File: src/rtl/timer_pkg.sv
// Shared definitions for the programmable down-counting timer.
//   - FSM state encoding
//   - register offsets (Addr[3:2])
//   - CTRL bit positions and mode encodings
package timer_pkg;

    typedef enum logic [1:0] {
        StIdle = 2'd0,
        StLoad = 2'd1,
        StCnt  = 2'd2,
        StInt  = 2'd3
    } state_e;

    localparam logic [1:0] OffCtrl   = 2'b00;
    localparam logic [1:0] OffPreset = 2'b01;
    localparam logic [1:0] OffCount  = 2'b10;

    localparam int unsigned CtrlEnBit   = 0;
    localparam int unsigned CtrlModeLsb = 1;
    localparam int unsigned CtrlModeMsb = 2;
    localparam int unsigned CtrlImBit   = 3;

    localparam logic [1:0] ModeOneShot    = 2'b00;
    localparam logic [1:0] ModeAutoReload = 2'b01;

endpackage

File: src/rtl/timer_counter.sv
// Programmable down-counting timer on the system bridge (device 1).
// Ports:
//   clk    - system clock, rising edge
//   reset  - asynchronous active-high reset, clears all state
//   Addr   - bridge address, only Addr[3:2] decoded
//   WE     - range-qualified write strobe
//   WD     - write data
//   RD     - combinational read data
//   IRQ    - interrupt request (irq_pend masked by CTRL.IM)
module timer_counter
    import timer_pkg::*;
#(
    parameter int unsigned       WIDTH       = 32,
    parameter logic [WIDTH-1:0]  INIT_PRESET = '0
) (
    input  logic             clk,
    input  logic             reset,
    input  logic [31:0]      Addr,
    input  logic             WE,
    input  logic [WIDTH-1:0] WD,
    output logic [WIDTH-1:0] RD,
    output logic             IRQ
);

    logic             en_q, en_d;
    logic [1:0]       mode_q, mode_d;
    logic             im_q, im_d;
    logic [WIDTH-1:0] preset_q, preset_d;
    logic [WIDTH-1:0] count_q, count_d;
    logic             irq_pend_q, irq_pend_d;
    state_e           state_q, state_d;

    logic ctrl_we, preset_we, auto_reload, ctrl_ack;

    logic unused_addr;
    assign unused_addr = ^{Addr[31:4], Addr[1:0]};

    assign ctrl_we     = WE && (Addr[3:2] == OffCtrl);
    assign preset_we   = WE && (Addr[3:2] == OffPreset);
    // MODE 1x behaves as one-shot.
    assign auto_reload = (mode_q == ModeAutoReload);

    // A CTRL write acknowledges a pending interrupt, unless it leaves EN and MODE
    // untouched: such a write is a pure mask update and keeps the pending state.
    assign ctrl_ack = ctrl_we &&
                      ({WD[CtrlModeMsb:CtrlModeLsb], WD[CtrlEnBit]} != {mode_q, en_q});

    always_comb begin
        state_d    = state_q;
        count_d    = count_q;
        irq_pend_d = irq_pend_q;
        en_d       = en_q;
        mode_d     = mode_q;
        im_d       = im_q;
        preset_d   = preset_q;

        if (ctrl_ack) begin
            irq_pend_d = 1'b0;
        end

        unique case (state_q)
            StIdle: begin
                if (en_q) begin
                    state_d = StLoad;
                end
            end
            StLoad: begin
                count_d = preset_q;
                state_d = StCnt;
            end
            StCnt: begin
                if (!en_q) begin
                    state_d = StIdle;
                end else if (count_q > WIDTH'(1)) begin
                    count_d = count_q - WIDTH'(1);
                end else begin
                    // Expiry sets the pending flag even if a CTRL write lands this cycle.
                    count_d    = '0;
                    irq_pend_d = 1'b1;
                    state_d    = StInt;
                end
            end
            StInt: begin
                if (auto_reload) begin
                    irq_pend_d = 1'b0;
                    state_d    = StLoad;
                end else begin
                    en_d    = 1'b0;
                    state_d = StIdle;
                end
            end
            default: state_d = StIdle;
        endcase

        // Software write overrides the hardware EN clear in the same cycle.
        if (ctrl_we) begin
            en_d   = WD[CtrlEnBit];
            mode_d = WD[CtrlModeMsb:CtrlModeLsb];
            im_d   = WD[CtrlImBit];
        end
        if (preset_we) begin
            preset_d = WD;
        end
    end

    always_ff @(posedge clk or posedge reset) begin
        if (reset) begin
            state_q    <= StIdle;
            en_q       <= 1'b0;
            mode_q     <= ModeOneShot;
            im_q       <= 1'b0;
            preset_q   <= INIT_PRESET;
            count_q    <= '0;
            irq_pend_q <= 1'b0;
        end else begin
            state_q    <= state_d;
            en_q       <= en_d;
            mode_q     <= mode_d;
            im_q       <= im_d;
            preset_q   <= preset_d;
            count_q    <= count_d;
            irq_pend_q <= irq_pend_d;
        end
    end

    always_comb begin
        RD = '0;
        unique case (Addr[3:2])
            OffCtrl:   RD = WIDTH'({im_q, mode_q, en_q});
            OffPreset: RD = preset_q;
            OffCount:  RD = count_q;
            default:   RD = '0;
        endcase
    end

    assign IRQ = irq_pend_q & im_q;

endmodule

File: config.mk
export PLATFORM = sky130hd
export DESIGN_NAME = timer_counter
export DESIGN_NICKNAME = d
export VERILOG_FILES = /design/src/rtl/timer_pkg.sv /design/src/rtl/timer_counter.sv
export SDC_FILE = /design/constraint.sdc
export NUM_CORES = 1
export LEC_CHECK = 0
export CAP_MARGIN = 30
export CORE_ASPECT_RATIO = 1.5
export CORE_MARGIN = 10
export CORE_UTILIZATION = 50
export CTS_CLUSTER_SIZE = 10
export DETAILED_ROUTE_END_ITERATION = 10
export PLACE_DENSITY = 0.78
export REMOVE_ABC_BUFFERS = 1
export SETUP_SLACK_MARGIN = 0.15
export SYNTH_ARGS = -nofsm -noshare
export SYNTH_HDL_FRONTEND = slang
export SYNTH_SLANG_ARGS = --single-unit
File: constraint.sdc
create_clock -name clk -period 2.95 [get_ports clk]
set_input_delay 0.4425 -clock clk [delete_from_list [all_inputs] [get_ports clk]]
set_output_delay 0.4425 -clock clk [all_outputs]
set_load 0.01 [all_outputs]
==> impl_metrics.tcl, run 1 <==
set metrics [dict create \
    synthesis.area_mm2 0.00418 \
    clock_latency_ps 340 \
    drc 0 \
    dpl_cell_area_mm2 0.00500 \
    hold_buffers 0 \
    maxSlewViolCount 0 \
    drive_gt1_frac 0.183 \
    core_mm2 0.00806 \
    ys.flop_type "dfrtp_1" \
    cp-startpoint "Addr[2]" \
    cp_top_family "buffers and inverters" \
    rsz0062_at_grt "no" \
    syn2layout_area_growth_pct 26.5 \
    numCtsBuffers 9 \
    cts_root_buffer "clkbuf_16" \
    final_cells 598 \
    synth_area_leaders "dfrtp_1, mux2_2, a22o_1, nand3_1, nand4_1" \
    period_needed_ps 2730 \
    vias 3808 \
    die_w_um 94.6 \
    rrSetupSlack_ps 630 \
    relSlewSlack 0.445 \
    wl_per_cell_um 19.4 \
    reg2reg_to "count_q[24]$_DFFE_PP0P_" \
    finalSetupViolations 0 \
    min_path_type "input pin to async pin" \
    powerDensity_mw_per_mm2 863 \
    finalHoldViolations 0 \
    crit_path_top_delay_cell "clkdlybuf4s50_1" \
    max_freq_mhz 367 \
    avgViaCountPerCell 6.37 \
    path_buf_inv 3 \
    status "finished clean" \
    layout_common_cells "dfrtp_1, clkdlybuf4s50_1, nand3_1" \
    yosysWarningCount 0 \
    num_rows 40 \
    regArea_mm2 0.00178 \
    ctsHtreeMaxLevel 3 \
    num_io_pins 100 \
    antennaDiodeCount 0 \
    ys_ff_latch 71 \
    synth_area_per_cell_um2 9.81 \
    routed_wl_um 11600 \
    synth_cell_types 54 \
    first_global_vias 3857 \
    final_common_cell "dfrtp_1" \
    min_period_over_period 0.924 \
    synth_edf_count 0 \
    reg2reg_from "count_q[0]$_DFFE_PP0P_" \
    crit_path_start_kind "input pin" \
    numPortBuffers 69 \
    drt_iter0_markers 263 \
    grt_pass1_wl_um 19200 \
    cts_setup_buffers 0 \
    fillCellCount 665 \
    synth_top_area_frac 0.425 \
    seq_area_frac_synth 0.425 \
    critPathRequiredTime_ps 2510 \
    cp.depth 6 \
    grt.overflow.total 0 \
    syn_inst 426 \
    drt_first_pass_iters 5 \
    postRouteAntennaNets 0 \
    finalInstanceArea_mm2 0.00528 \
    clk_pin_slew_ps 60 \
    power_leakage_uw 0.00209 \
    die_area_mm2 0.0125 \
    grt_max_degree 72 \
    worstPathCellList "clkdlybuf4s50_1 -> nor2b_2 -> buf_4 -> nand2_1 -> o21ai_0 -> clkdlybuf4s50_1" \
    ir_drop_uv 535 \
    initial_core_util 0.518 \
    tightest_slew_ps 828 \
    postCtsResizedCells 0 \
    place_congestion 0.837 \
    dpl.hpwl_um 7720 \
    cts_tree "built" \
    crit_top_cell "clkdlybuf4s50_1" \
    fin_nets 557 \
    cp-endpoint "RD[0]" \
    arrival_ps 2280 \
    path_max_fanout 17 \
    clockBufferDepth 2 \
    setup.worst_path.class "input pin to output port" \
    multi_input_area_mm2 0.00224 \
    die_y_um 132 \
    slowest_delay_ps 600 \
    antenna_found_initial 0 \
    place_inst 582 \
    track_usage 0.187 \
    synth_area_leader_cell "dfrtp_1" \
    fin_worst_skew_ps 4.21 \
    async_reset_ff_frac 1.00 \
    crit_path_end_kind "output port" \
    final_util 0.656 \
    cts.sinks 71 \
    drv_cap 0 \
    r2r_cells 6 \
]
## state kept, by name (all words and copies together), names as in the netlist
| name | cells |
|---|---|
| irq_pend_q | 1 |
| count_q | 32 |
| preset_q | 32 |
| en_q | 1 |
| im_q | 1 |
| state_q | 2 |
| mode_q | 2 |
## report_power, final
part | internal (µW) | total, µW | leakage [µW] | switching (µW)
sequential | 1310 | 1780 | 0.000857 | 469
clock | 611 | 1040 | 0.000134 | 426
combinational | 827 | 1740 | 0.00110 | 918
total | 2750 | 4560 | 0.00209 | 1810
## layout make-up
type                            count  share of cell area
Clock inverter                      5             0.00616
Timing Repair Buffer               85               0.156
Sequential cell                    71               0.336
Clock buffer                       11              0.0478
Tap cell                          105              0.0249
Inverter                            8             0.00568
Multi-Input combinational cell    313               0.423
## cells by family after synthesis
family,Yosys count,synth area share
multiplexers,39,0.104
adder cells (fa/ha/maj),2,0.00599
AND/OR/NAND/NOR,177,0.252
buffers and inverters,42,0.0410
AO/OA/AOI/OAI,92,0.166
flip-flops,71,0.425
XOR/XNOR,3,0.00629
## metrics by stage
stage / hold slack [ps] / setup slack [ps] / total power, µW / TNS (ps)
CTS: 525 / 231 / 4540 / 0
floorplan: 461 / -223 / 2810 / -7120
finish: 506 / 223 / 4560 / 0
global route: 540 / 166 / 4830 / 0
global placement: 507 / 260 / 3430 / 0
detailed placement: 512 / 255 / 3500 / 0
## cells in the mapped netlist, types with 4 or more instances
cell	n
a21oi_1	7
a22o_1	27
a22oi_1	21
and3_1	5
buf_1	6
buf_2	5
clkbuf_1	22
dfrtp_1	71
inv_1	8
mux2_2	35
mux2i_1	4
nand2_1	26
nand3_1	36
nand4_1	26
nand4b_1	8
nor2_1	16
nor2b_1	5
nor3_1	12
nor4_1	5
o2111ai_1	4
o211ai_1	8
o21ai_0	8
o22ai_1	4
or3_1	9
## per-layer routing
layer | track usage | vias to the layer above | part of all wire
met5 | 0 | - | 0
met4 | 0.0776 | 0 | 0.022
met3 | 0.0393 | 18 | 0.053
met2 | 0.326 | 137 | 0.53
met1 | 0.212 | 1890 | 0.39
li1 | - | 1763 | -
## worst min path at each step
stage / startpoint / endpoint / slack, ps / cells past startpoint
2_1_floorplan: irq_pend_q$_DFF_PP0_ / irq_pend_q$_DFF_PP0_ / 460 / 2
5_1_grt: reset / preset_q[7]$_DFFE_PP0P_ / 540 / 3
6_report: reset / count_q[6]$_DFFE_PP0P_ / 510 / 3
3_3_place_gp: im_q$_DFFE_PP0P_ / im_q$_DFFE_PP0P_ / 510 / 1
3_5_place_dp: im_q$_DFFE_PP0P_ / im_q$_DFFE_PP0P_ / 510 / 1
4_1_cts: reset / count_q[0]$_DFFE_PP0P_ / 530 / 3
## worst min-delay path: cells and delay by family
family	cells	cell delay (ps)
buf+inv	3	810
(Power assumes the default switching activity.)
==> run 2: changes to the inputs <==
- CAP_MARGIN: 30 -> unset
- clock period: 2.95 -> 2.7 ns (I/O delays scaled with it)
==> impl_metrics.tcl, run 2 (same netlist as run 1, synthesis figures left out) <==
set metrics [dict create \
    die_area_mm2 0.0125 \
    ir_drop_uv 550 \
    cts_root_buffer "clkbuf_16" \
    cts.sinks 71 \
    cp_top_family "buffers and inverters" \
    slowest_delay_ps 560 \
    vias 3857 \
    final.setup.tns_ps 0 \
    final_common_cell "dfrtp_1" \
    crit_path_end_kind "output port" \
    wl_per_cell_um 19.5 \
    r2r_cells 8 \
    postRouteAntennaNets 0 \
    crit_path_top_delay_cell "clkdlybuf4s50_1" \
    avgViaCountPerCell 6.45 \
    path_buf_inv 3 \
    die_y_um 132 \
    clk_pin_slew_ps 50 \
    status "finished clean" \
    cts_tree "built" \
    rsz0062_at_grt "no" \
    final_util 0.660 \
    drt_first_pass_iters 5 \
    grt.overflow.total 0 \
    core_mm2 0.00806 \
    arrival_ps 2080 \
    drc 0 \
    dpl.hpwl_um 8000 \
    path_max_fanout 16 \
    multi_input_area_mm2 0.00225 \
    powerDensity_mw_per_mm2 927 \
    reg2reg_to "count_q[26]$_DFFE_PP0P_" \
    clock_latency_ps 340 \
    clockBufferDepth 2 \
    drt_iter0_markers 344 \
    regArea_mm2 0.00178 \
    numPortBuffers 69 \
    finalHoldViolations 0 \
    maxSlewViolCount 0 \
    drv_cap 0 \
    max_freq_mhz 402 \
    relSlewSlack 0.589 \
    fin_nets 560 \
    syn2layout_area_growth_pct 27.2 \
    first_global_vias 3852 \
    critPathRequiredTime_ps 2300 \
    numCtsBuffers 9 \
    num_rows 40 \
    whs_ps 462 \
    finalInstanceArea_mm2 0.00532 \
    power_leakage_uw 0.00215 \
    antennaDiodeCount 0 \
    antenna_found_initial 0 \
    hold_buffers 0 \
    routed_wl_um 11700 \
    min_path_type "input pin to async pin" \
    rrSetupSlack_ps 390 \
    setup.worst_path.class "input pin to output port" \
    fin_worst_skew_ps 5.55 \
    min_period_over_period 0.921 \
    num_io_pins 100 \
    dpl_cell_area_mm2 0.00503 \
    worstPathCellList "clkdlybuf4s50_1 -> nor2b_4 -> buf_6 -> a22o_1 -> clkdlybuf4s50_1" \
    crit_top_cell "clkdlybuf4s50_1" \
    track_usage 0.189 \
    fillCellCount 661 \
    layout_common_cells "dfrtp_1, clkdlybuf4s50_1, nand3_1" \
    grt_max_degree 72 \
    period_needed_ps 2490 \
    grt_pass1_wl_um 19300 \
    finalSetupViolations 0 \
    ctsHtreeMaxLevel 3 \
    drive_gt1_frac 0.181 \
    die_w_um 94.6 \
    crit_path_start_kind "input pin" \
    initial_core_util 0.518 \
    reg_top3 "count_q (32), preset_q (32)" \
    tightest_slew_ps 616 \
    cts_setup_buffers 0 \
    reg2reg_from "count_q[0]$_DFFE_PP0P_" \
    place_congestion 0.863 \
]
==> run 2: cell count changes in the layout (fill, tap and decap cells not counted), sizes merged <==
cell | previous run | this run
dlymetal6s2s | 0 | 3
clkdlybuf4s50 | 69 | 66
buf | 16 | 19
clkinvlp | 3 | 0
==> run 2: layout make-up <==
cell class,count,share of cell area
multi-input combinational,313,0.423
sequential,71,0.334
timing repair buffer,88,0.165
clock buffer,11,0.0457
tap,105,0.0247
inverter,8,0.00565
clock inverter,2,0.00188
==> run 2: metrics by stage <==
step,cells,power (µW),setup WS (ps)
floorplan,392,3070,-435
global placement,585,3780,161
detailed placement,585,3860,126
CTS,598,4930,165
global route,598,5250,171
finish,598,4930,212
==> run 2: worst max-delay path by stage <==
stage	endpoint	cells after the start	startpoint	slack (ps)
2_1_floorplan	preset_q[0]$_DFFE_PP0P_	3	Addr[2]	-440
3_3_place_gp	RD[26]	5	Addr[2]	160
3_5_place_dp	RD[24]	5	Addr[2]	130
4_1_cts	RD[24]	5	Addr[2]	170
5_1_grt	RD[24]	5	Addr[3]	170
6_report	RD[26]	5	Addr[3]	210
==> run 2: what timing repair did <==
action                                  4_1_cts  5_1_grt
hold endpoints to repair                      0        0
endpoints found under the setup margin       16       32
resized for setup                             1        7
==> run 2: worst min-delay path, stage by stage <==
cell and delay, ps:
clkdlybuf4s50_1 410, inv_2 70, buf_12 320
==> run 2: per-layer routing <==
metal / share of wire / vias up / track usage
met5: 0 / - / 0
met4: 0.026 / 0 / 0.0885
met3: 0.053 / 24 / 0.0353
met2: 0.53 / 141 / 0.320
met1: 0.39 / 1921 / 0.219
li1: - / 1771 / -
==> run 2: report_power, final <==
part,switching [µW],internal (µW)
Combinational,1010,928
Sequential,513,1430
Clock,417,627
Total,1940,2990
==> run 3: changes to the inputs <==
- clock period: 2.7 -> 2.98 ns (I/O delays scaled with it)
==> impl_metrics.tcl, run 3 (same netlist as run 1, synthesis figures left out) <==
set metrics [dict create \
    core_mm2 0.00806 \
    drt_first_pass_iters 5 \
    cp_top_family "buffers and inverters" \
    syn2layout_area_growth_pct 27.4 \
    pre_cts_slack_ps 268 \
    r2r_cells 7 \
    clock_latency_ps 340 \
    cts_tree "built" \
    num_io_pins 100 \
    setup.worst_path.class "input pin to output port" \
    clockBufferDepth 2 \
    drv_cap 0 \
    slowest_delay_ps 540 \
    reg_top3 "count_q (32), preset_q (32)" \
    drc 0 \
    min_path_type "input pin to async pin" \
    path_max_fanout 16 \
    routed_wl_um 11600 \
    avgViaCountPerCell 6.45 \
    fillCellCount 639 \
    multi_input_area_mm2 0.00224 \
    period_needed_ps 2620 \
    whs_ps 481 \
    num_rows 40 \
    crit_path_end_kind "output port" \
    antennaDiodeCount 0 \
    maxSlewViolCount 0 \
    die_area_mm2 0.0125 \
    initial_core_util 0.518 \
    arrival_ps 2170 \
    min_period_over_period 0.878 \
    finalHoldViolations 0 \
    rsz0062_at_grt "no" \
    reg2reg_from "count_q[0]$_DFFE_PP0P_" \
    final_common_cell "dfrtp_1" \
    drt_iter0_markers 276 \
    numCtsBuffers 9 \
    status "finished clean" \
    critPathRequiredTime_ps 2530 \
    power_leakage_uw 0.00213 \
    tightest_slew_ps 769 \
    track_usage 0.192 \
    antenna_found_initial 0 \
    finalSetupViolations 0 \
    place_congestion 0.856 \
    die_y_um 132 \
    ctsHtreeMaxLevel 3 \
    grt.overflow.total 0 \
    p_total_uw 4650 \
    cts.sinks 71 \
    dpl.hpwl_um 7900 \
    powerDensity_mw_per_mm2 874 \
    max_freq_mhz 382 \
    clk_pin_slew_ps 50 \
    first_global_vias 3859 \
    numPortBuffers 69 \
    ir_drop_uv 444 \
    hold_buffers 0 \
    crit_path_top_delay_cell "clkdlybuf4s50_1" \
    worstPathCellList "clkdlybuf4s50_1 -> nor2b_2 -> buf_4 -> a22o_1 -> clkdlybuf4s50_1" \
    regArea_mm2 0.00178 \
    grt_pass1_wl_um 19500 \
    drive_gt1_frac 0.177 \
    postCtsResizedCells 0 \
    postRouteAntennaNets 0 \
    crit_top_cell "clkdlybuf4s50_1" \
    vias 3850 \
    fin_ws_ps 364 \
    fin_nets 556 \
    cts_root_buffer "clkbuf_16" \
    grt_max_degree 49 \
    cts_setup_buffers 0 \
    fin_worst_skew_ps 3.58 \
    layout_common_cells "dfrtp_1, clkdlybuf4s50_1, nand3_1" \
    path_buf_inv 3 \
    relSlewSlack 0.485 \
    wl_per_cell_um 19.4 \
    crit_path_start_kind "input pin" \
    die_w_um 94.6 \
    rrSetupSlack_ps 550 \
    reg2reg_to "count_q[24]$_DFFE_PP0P_" \
]
-- run 3: cell types whose count changed in the layout (fill, tap and decap cells not counted), moves of 2 or more --
cell and change:
nor2b_4 -2, dlymetal6s2s_1 -2, clkdlybuf4s50_1 +2, buf_6 -2, bufinv_16 +2, nor2b_2 +2
-- run 3: layout make-up --
class                   count  area share
clock buffers              13      0.0489
clock inverters             3      0.0122
inverters                   8     0.00564
multi-input cells         313       0.420
flip-flops and latches     71       0.334
well taps                 105      0.0247
repair buffers             84       0.154
-- run 3: stage by stage --
stage               instance area [µm²]   util  std cells  setup TNS (ps)
global placement                   4990  0.619        581               0
finish                             5320  0.661        597               0
CTS                                5320  0.660        597               0
detailed placement                 4990  0.619        581               0
global route                       5320  0.661        597               0
floorplan                          4040      -        392           -6310
-- run 3: where the power goes --
part	switching (µW)	leakage (µW)	internal, µW
logic	904	0.00111	811
registers	464	0.000857	1300
clock network	399	0.000160	777
total	1770	0.00213	2880
-- run 3: metal layers --
metal,vias up,share of wire,GRT usage
met4,0,0.023,0.0768
met1,1907,0.39,0.233
li1,1769,-,-
met3,27,0.061,0.0365
met5,-,0,0
met2,147,0.53,0.319
-- run 3: how the worst max path moves through the flow --
| stage | start | slack [ps] | depth (start not counted) | to |
|---|---|---|---|---|
| after global routing | Addr[3] | 300 | 5 | RD[31] |
| after detailed placement | Addr[2] | 270 | 6 | RD[2] |
| after floorplan | Addr[2] | -200 | 3 | preset_q[0]$_DFFE_PP0P_ |
| final | Addr[3] | 360 | 5 | RD[31] |
| after global placement | Addr[2] | 290 | 6 | RD[0] |
| after CTS | Addr[2] | 230 | 6 | RD[2] |
